[config.mk]
export PLATFORM = sky130hd
export DESIGN_NAME = stream_framer
export DESIGN_NICKNAME = d
export VERILOG_FILES = /design/src/rtl/stream_framer_pkg.sv /design/src/rtl/wrap_counter.sv /design/src/rtl/stream_framer.sv
export SDC_FILE = /design/constraint.sdc
export NUM_CORES = 1
export LEC_CHECK = 0
export ABC_CLOCK_PERIOD_IN_PS = 2700
export CAP_MARGIN = 25
export CORE_MARGIN = 5
export CORE_UTILIZATION = 55
export DETAILED_ROUTE_END_ITERATION = 16
export GPL_ROUTABILITY_DRIVEN = 0
export PLACE_DENSITY = 0.87
export SLEW_MARGIN = 20
export SYNTH_ARGS = -nofsm -noshare
export SYNTH_HDL_FRONTEND = slang
export SYNTH_SLANG_ARGS = --single-unit
[constraint.sdc]
create_clock -name clk -period 2.7 [get_ports clk]
set_input_delay 0.405 -clock clk [delete_from_list [all_inputs] [get_ports clk]]
set_output_delay 0.405 -clock clk [all_outputs]
set_load 0.03 [all_outputs]
[src/rtl/stream_framer_pkg.sv]
// stream_framer_pkg: shared state encoding and counter sizing for the stream framer.
package stream_framer_pkg;

    typedef enum logic {IDLE, ACTIVE} framer_state_t;

    // Bits needed to count 0..n-1, never less than one bit.
    function automatic int cnt_width(input int n);
        return (n <= 1) ? 1 : $clog2(n);
    endfunction

endpackage

[src/rtl/wrap_counter.sv]
// wrap_counter: 0..MAX counter; clr restarts from zero and may combine with inc in the same cycle.
module wrap_counter
    import stream_framer_pkg::*;
#(
    parameter int MAX = 1,
    localparam int W = cnt_width(MAX + 1)
) (
    input  logic         clk,
    input  logic         reset_n,
    input  logic         inc,
    input  logic         clr,
    output logic [W-1:0] cnt,
    output logic         at_max
);

    localparam logic [W-1:0] LAST = W'(MAX);

    logic [W-1:0] base;
    logic [W-1:0] nxt;

    always_comb begin
        base = clr ? '0 : cnt;
        nxt  = inc ? ((base == LAST) ? '0 : base + 1'b1) : base;
    end

    always_ff @(posedge clk or negedge reset_n)
        if (!reset_n) cnt <= '0;
        else cnt <= nxt;

    assign at_max = (cnt == LAST);

endmodule

[src/rtl/stream_framer.sv]
// stream_framer: regenerates sop/eop/sof/eof framing for a bare pixel stream and flags frame-sync errors.
module stream_framer
    import stream_framer_pkg::*;
#(
    parameter int DATA_WIDTH = 8,
    parameter int IMG_WIDTH  = 320,
    parameter int IMG_HEIGHT = 240
) (
    input  logic                         clk,
    input  logic                         reset_n,
    input  logic signed [DATA_WIDTH-1:0] data_i,
    input  logic                         valid_i,
    input  logic                         sof_i,
    output logic signed [DATA_WIDTH-1:0] data_o,
    output logic                         data_valid_o,
    output logic                         sop_o,
    output logic                         eop_o,
    output logic                         sof_o,
    output logic                         eof_o,
    output logic                         sync_err_o,
    output logic [15:0]                  frame_cnt_o
);

    localparam int CW = cnt_width(IMG_WIDTH);
    localparam int RW = cnt_width(IMG_HEIGHT);

    framer_state_t state, state_nxt;
    logic [CW-1:0] col;
    logic [RW-1:0] row;
    logic col_last, row_last;
    logic start, accept, resync, sop, eop, eof, sync_err;

    // A sof beat is always treated as col 0, row 0, whatever the counters hold.
    assign start = valid_i && sof_i;

    wrap_counter #(.MAX(IMG_WIDTH - 1)) u_col (
        .clk    (clk),
        .reset_n(reset_n),
        .inc    (accept),
        .clr    (start),
        .cnt    (col),
        .at_max (col_last)
    );

    wrap_counter #(.MAX(IMG_HEIGHT - 1)) u_row (
        .clk    (clk),
        .reset_n(reset_n),
        .inc    (accept && eop),
        .clr    (start),
        .cnt    (row),
        .at_max (row_last)
    );

    always_ff @(posedge clk or negedge reset_n)
        if (!reset_n) state <= IDLE;
        else state <= state_nxt;

    always_comb
        state_nxt = accept ? (eof ? IDLE : ACTIVE) : state;

    always_comb begin
        accept   = valid_i && (sof_i || state == ACTIVE);
        resync   = start && state == ACTIVE && !(col == '0 && row == '0);
        sop      = start || col == '0;
        eop      = (IMG_WIDTH == 1) || (!start && col_last);
        eof      = eop && ((IMG_HEIGHT == 1) || (!start && row_last));
        sync_err = valid_i && ((state == IDLE) ? !sof_i : resync);
    end

    always_ff @(posedge clk or negedge reset_n)
        if (!reset_n) begin
            data_o       <= '0;
            data_valid_o <= 1'b0;
            sop_o        <= 1'b0;
            eop_o        <= 1'b0;
            sof_o        <= 1'b0;
            eof_o        <= 1'b0;
            sync_err_o   <= 1'b0;
            frame_cnt_o  <= '0;
        end else begin
            if (accept) data_o <= data_i;
            data_valid_o <= accept;
            sop_o        <= accept && sop;
            eop_o        <= accept && eop;
            sof_o        <= accept && start;
            eof_o        <= accept && eof;
            sync_err_o   <= sync_err;
            if (accept && eof) frame_cnt_o <= frame_cnt_o + 16'd1;
        end

endmodule
### Word level (Yosys, flattened, before mapping)

Index checks and enable logic that the tools add are counted.

* bits in registers: 48
* bits of input ports: 12
* output and inout bits: 30
* word-level logic and storage cells: 46

* $add $sub $neg: 3
* equality and inequality tests: 4
* mux-type cells: 8
* reductions and logical operators: 20

Operators by type and width (count)
* 9-bit 2-to-1 mux: 3
* 8-bit 2-to-1 mux: 3
* 9-bit equality test (second input constant): 2
* 16-bit by 1-bit adder with 16-bit output (second input constant): 1
* 8-bit equality test (second input constant): 2
* 1-bit logical AND: 13
* 9-bit by 1-bit adder with 9-bit output (second input constant): 1
* 9-bit zero test: 1
* 8-bit by 1-bit adder with 8-bit output (second input constant): 1
* 8-bit zero test: 1
* 1-bit zero test: 3
* 1-bit logical OR: 2
* 1-bit 2-to-1 mux: 2

### Logic depth before layout (Yosys ltp)

* word-level depth: 6
* mapped depth: 8
* gate-level depth less buffers: 7

### Cells and area by module

A second synthesis with hierarchy kept.

* cells, all modules: 198
* area total of the unflattened synthesis: 2252.2 sq um

By module, submodules not included
* stream_framer: times used 1, cells each 103, area each 1295.0 sq um, sequential area each 775.7 sq um
* wrap_counter (u_col): times used 1, cells each 50, area each 495.5 sq um, sequential area each 225.2 sq um
* wrap_counter (u_row): times used 1, cells each 45, area each 461.7 sq um, sequential area each 200.2 sq um

### Least setup slack after synthesis

OpenSTA, ideal clock, no wires.

* kind: input port to flip-flop
* start point: input port valid_i
* end point: register u_row.cnt[4]
* setup time: 0.077 ns
* arrival: 1.660 ns
* data required time: 2.623 ns
* setup slack: 0.963 ns
* cell stages on the path: 7
* buffers on the path: 1
* path through: buf_2 -> nand2_2 -> and2_1 -> ha_1 -> nand3_1 -> or4_1 -> a21oi_1

* word-level cells in the longest chain between the ends: 5
* elaborated cells on any way between the ends: 10
* those cells by class: add/sub: 1; eq/ne: 1; mux: 3; reduce/logical: 5

RTL lines
* from (decl): RTL line stream_framer.sv:12 `input logic valid_i,`
* 1-bit logical AND: RTL line stream_framer.sv:34 `assign start = valid_i && sof_i;`
* 8-bit 2-to-1 mux or 1-bit zero test (tied branches): RTL line wrap_counter.sv:22, stream_framer.sv:65
* 8-bit by 1-bit adder with 8-bit output (tied with other cells): RTL line wrap_counter.sv:23 `nxt = inc ? ((base == LAST) ? '0 : base + 1'b1) : base;`
* 8-bit 2-to-1 mux or 1-bit logical AND (tied branches): RTL line wrap_counter.sv:23, stream_framer.sv:48
* 8-bit 2-to-1 mux (*): RTL line wrap_counter.sv:23
* named net u_row.nxt[4]: RTL line wrap_counter.sv:19 `logic [W-1:0] nxt;`
* to (signal assigned): RTL line wrap_counter.sv:28 `else cnt <= nxt;`
* to (decl): RTL line wrap_counter.sv:12 `output logic [W-1:0] cnt,`

The timed path passes the listed nets; every way through them passes the cells marked *.
A chain may end at the register's enable or synchronous reset.

### Worst setup path after layout

* start point: input port valid_i
* end point: register u_row.cnt[3]

Same word-level chain as after synthesis.

==> impl_metrics.csv <==
group,metric,value,unit
setup_path,path_delay_family,"simple AND/OR/NAND/NOR gates",
die,rows,23,
synth,synth_area_per_cell,10.10,um^2
setup_path,r2r_cells,5,
synth,synth-edff-count,0,
synth,synthFlopType,"dfrtp_1",
outcome,outcome,"finished clean",
final_layout,seq_area,1201,um^2
timing,drv_slew,0,
detailed_routing,vias,1939,
clocking,cts_setup_buffers,0,
setup_path,crit_path_max_incr_delay,640,ps
timing,finalCriticalPeriod,2251,ps
setup_path,path_cells,"clkdlybuf4s50_1 > nand2_2 > and2_1 > ha_1 > nand3_1 > nand3b_1 > nand2_1 > a311oi_1",
synth,synth_fa_ha_area_frac,0.01054,
synth,synth_top_area_share,0.5061,
flow_run,cap_viol_max_count,0,
setup_path,r2r_slack,720,ps
place,numPortBuffers,41,
place,dp_slack,204.3,ps
die,start_util,0.5808,
setup_path,critPathArrivalTime,2440,ps
setup_path,path_buf_inv,1,
timing,max_freq,444.2,MHz
global_route,grt_pass1_vias,1894,
pwr,power.density,533.5,nW/um^2
clocking,clk_pin_slew,90,ps
global_route,grt_pass1_wl,8976,um
place,placed_cell_area,2774,um^2
global_route,antenna_found_initial,0,
synth,ys_top_cells_by_count,"dfrtp_1, nand2_1, nand4_1, xnor2_1",
final_layout,antenna_cells,0,
die,die_width,75.69,um
clocking,cts_root_buf,"clkbuf_8",
synth,syn_nets,249,
synth,async_flop_share,1.000,
synth,synth_compound_area_frac,0.06906,
synth,synth_area_leaders,"dfrtp_1, nand2_1, xnor2_1",
detailed_routing,antenna_left,0,
timing,slew_headroom,0.5401,
pwr,ir_worst_vdd,374.5,uV
synth,syn_area,2374,um^2
timing,finalSetupViolCount,0,
synth,synth_top_family_by_area,"simple AND/OR/NAND/NOR gates",
timing,setup_ws,448.8,ps
die,die_h,75.69,um
detailed_routing,drtPass1Iterations,4,
clocking,cts_tree,"done",
timing,fin_skew,2.001,ps
final_layout,drive_gt1_frac,0.08696,
clocking,clock_latency,300,ps
setup_path,r2r-start,"state$_DFFE_PN0N_",
global_route,grt.overflow.total,0,
setup_path,endpoint_kind,"flip-flop",
clocking,cts_buffers,5,
final_layout,multi_input_area,1041,um^2
final_layout,fill_cells,294,
global_route,grt_max_degree,49,
timing,hold_viol_final,0,
synth,ys_ff_latch,48,
timing,setup_tns,0,ps
synth,muxShareOfSynthArea,0.008962,
synth,yosys.area_share.xor_xnor,0.07380,
setup_path,cp_slowest_cell,"clkdlybuf4s50_1",
synth,yosys.area.top_type,"dfrtp_1",
final_layout,num-nets-final,289,
clocking,cts_hold_buffers,0,
die,die_area,5729,um^2
global_route,grt_util_all_layers,0.2070,
detailed_routing,wl,5142,um
clocking,clockBufferDepth,2,
synth,yosys.area_share.simple,0.2762,
clocking,cts_resized,0,
setup_path,cp.required,2890,ps
timing,worst_pin_slew,685.2,ps
detailed_routing,drc,0,
detailed_routing,drtIter0Drc,126,
setup_path,reg2reg_to,"u_col.cnt[1]$_DFF_PN0_",
final_layout,syn_to_final_growth,21.67,%
setup_path,startpoint_type,"primary input",
die,core,4086,um^2
detailed_routing,wl_per_cell,15.77,um
detailed_routing,vias_per_cell,5.948,
synth,ys_types,49,
pwr,p_leak,1.284,nW
worst_hold_path,min_path_type,"primary input to asynchronous set/reset pin",
die,io_pins,42,
setup_path,cp_max_fo,8,
synth,ys_seq_area_frac,0.5061,
timing,fin_crit_sh,0.8338,
final_layout,final_cell_area,2888,um^2
setup_path,criticalPathCategory,"primary input to flip-flop",
clocking,htreeDepth,2,
place,dp_hpwl,3442,um
synth,netlist_instances,235,
timing,rsz0062_at_grt,"no",
clocking,cts.sinks,48,
synth,yosysMostFrequentCell,"dfrtp_1",
setup_path,worst-path-stages,8,
synth,synth_warnings,0,
[registers in the layout, indices dropped and copies added, names as in the netlist, 8 cells and up]
signal	cells
data_o	8
frame_cnt_o	16
u_col.cnt	9
u_row.cnt	8
[layout make-up]
cell class	instances	area share
sequential	48	0.4159
multi-input combinational	166	0.3605
timing repair buffer	45	0.1516
clock buffer	5	0.02383
tap	50	0.02166
clock inverter	3	0.01473
inverter	9	0.01170
[report_power, final]
group | internal (W) | switching (W) | leakage (nW) | total, W
logic | 0.0000891 | 0.000118 | 0.592 | 0.000207
registers | 0.000759 | 0.0000572 | 0.639 | 0.000816
clock network | 0.000274 | 0.000244 | 0.0541 | 0.000518
[cell usage in the layout, fill, tap and decap left out, types with 2 or more instances in the layout]
master / instances
and2_1: 4
o21a_1: 2
and3_2: 2
inv_1: 9
a21oi_1: 7
ha_1: 2
or4_1: 5
xnor2_1: 15
clkbuf_8: 5
a41oi_1: 3
and3_1: 5
nor3_1: 3
buf_4: 5
nand2_1: 38
nor2_1: 13
o21ai_0: 4
nor2b_1: 2
nand4_1: 15
o41ai_1: 2
clkdlybuf4s50_1: 40
o22ai_1: 2
dfrtp_1: 48
nand3_1: 13
xor2_1: 5
and4_1: 3
[through the flow]
stage / utilization / std cells / power [W] / hold slack [ps]
finish: 0.7067 / 326 / 0.001541 / 97.63
global route: 0.7067 / 326 / 0.001605 / 137.8
CTS: 0.7061 / 326 / 0.001548 / 311.4
detailed placement: 0.6788 / 318 / 0.001029 / 461.8
global placement: 0.6788 / 318 / 0.001024 / 460.1
floorplan: - / 235 / 0.0009516 / 109.4
[how the worst max path moves through the flow]
stage	start	endpoint
after global placement	valid_i	frame_cnt_o[14]$_DFFE_PN0P_
final	valid_i	u_row.cnt[3]$_DFF_PN0_
after detailed placement	sof_i	u_col.cnt[2]$_DFF_PN0_
after floorplan	valid_i	u_row.cnt[4]$_DFF_PN0_
after global routing	sof_i	u_col.cnt[1]$_DFF_PN0_
after CTS	sof_i	u_col.cnt[2]$_DFF_PN0_
[logic make-up after synthesis]
| kind of cell | Yosys count |
|---|---|
| simple gates | 117 |
| flops | 48 |
| compound gates | 25 |
| buf+inv | 21 |
| xor+xnor | 20 |
| mux | 2 |
| fa+ha+maj | 2 |
[layer usage]
metal | up-vias | part of all wire | track usage
li1 | 909 | - | -
met1 | 940 | 0.43 | 0.2957
met2 | 84 | 0.49 | 0.3049
met3 | 6 | 0.073 | 0.05013
met4 | 0 | 0.014 | 0.08155
met5 | - | 0 | 0
Power figures use the tool's default switching activity.
==> RTL edit: new RTL, same settings <==
The parameter `IMG_WIDTH` goes from 320 to 1280.
--- a/src/rtl/stream_framer.sv
+++ b/src/rtl/stream_framer.sv
@@ -5,3 +5,3 @@
     parameter int DATA_WIDTH = 8,
-    parameter int IMG_WIDTH  = 320,
+    parameter int IMG_WIDTH  = 1280,
     parameter int IMG_HEIGHT = 240
Check against the original RTL: no difference found for any inputs over 10 cycles, from zero or initial values and one cycle with reset_n low; that may be too few to reach the edited logic, so the function may still have changed.
==> RTL edit against the unedited design <==
Hold slack got worse by 43 ps; setup slack worse by 41 ps; final area is 3.7% higher; count of clock-buffer cells in the layout grew 2; power is 5.2% lower; routed wire length up 2.2%; via count is 0.10% higher; synthesized area up 2.1%; sequential share of layout area up 0.18 points; clock power down 14%; sequential cell count increased by 2; utilization decreased by 1.4 points; maximum frequency is 1.8% lower; clock skew up 2.8 ps; highest routed layer unchanged.
==> RTL edit: results (changes against the unedited design) <==
[pwr]
power_consumed_by_combinational_cells_uw=200  ; was 207 uW
clock_power_uw=443  ; was 518 uW
intPower_mw=1.08  ; was 1.12 mW
cellLeakagePower_nw=1.40  ; was 1.28 nW

[timing]
worst_slew_pin_slew_ps=468  ; was 685 ps
timing.clock.skew_ps=4.75  ; was 2.00 ps
finalWorstPathRequiredPeriod_ps=2290  ; was 2250 ps

[final_layout]
layout.clock.cell_area_share_pct=3.05  ; was 3.86%
nonClockBufferCount=49  ; was 45
layout.nets=308  ; was 289
final.clkbuf_count=7  ; was 5
layout.nonclk_buf_share_pct=15.5  ; was 15.2%

[global_routing]
grt_start_max_net_pins=30  ; was 49
grt_use_met1_pct=23.2  ; was 29.6%
first_pass_grt_wire_length_mm=9.03  ; was 8.98 mm

[detailed_routing]
detailroute.wirelength.met2_mm=2.53  ; was 2.50 mm
met3RoutedLength_um=283  ; was 376 um
vias=1941  ; was 1,939

[synth]
synthesis.nets=261  ; was 249
synth_sequential_area_ratio_pct=51.7  ; was 50.6%
yosys_cell_types=46  ; was 49
synth_xor_area_share_pct=8.26  ; was 7.38%

[placement]
post_place_worst_slack_ps=151  ; was 204 ps

[critical_path]
rrSetupSlack_ps=640  ; was 720 ps
largest_fanout_of_any_net_on_the_critical_path=12  ; was 8
cp.arrival_ps=2500  ; was 2440 ps
regToRegEndpoint=frame_cnt_o[1]$_DFFE_PN0P_  ; was u_col.cnt[1]$_DFF_PN0_

[outcome]
outcome=completed  ; unchanged

RTL edit: cell types whose count changed in the layout (fill, tap and decap cells not counted), moves of 3 or more:
cell,delta
sky130_fd_sc_hd__buf_4,+3
sky130_fd_sc_hd__nand4_1,-12
sky130_fd_sc_hd__a41oi_1,-3
sky130_fd_sc_hd__nand2_1,+12
sky130_fd_sc_hd__xor2_1,+7
sky130_fd_sc_hd__and3_1,+3
sky130_fd_sc_hd__or4_1,-5
sky130_fd_sc_hd__inv_1,-4
sky130_fd_sc_hd__xnor2_1,-6
sky130_fd_sc_hd__o21ai_0,+5
sky130_fd_sc_hd__and2_1,+3
sky130_fd_sc_hd__nor4_1,+5
RTL edit: per-stage QoR:
| step | instance area (um^2) | cells |
|---|---|---|
| final | 3000 | 346 |
| after global placement | 2900 | 338 |
| after floorplan | 2420 | 246 |
| after CTS | 3000 | 346 |
| after detailed placement | 2900 | 338 |
| after global routing | 3000 | 346 |
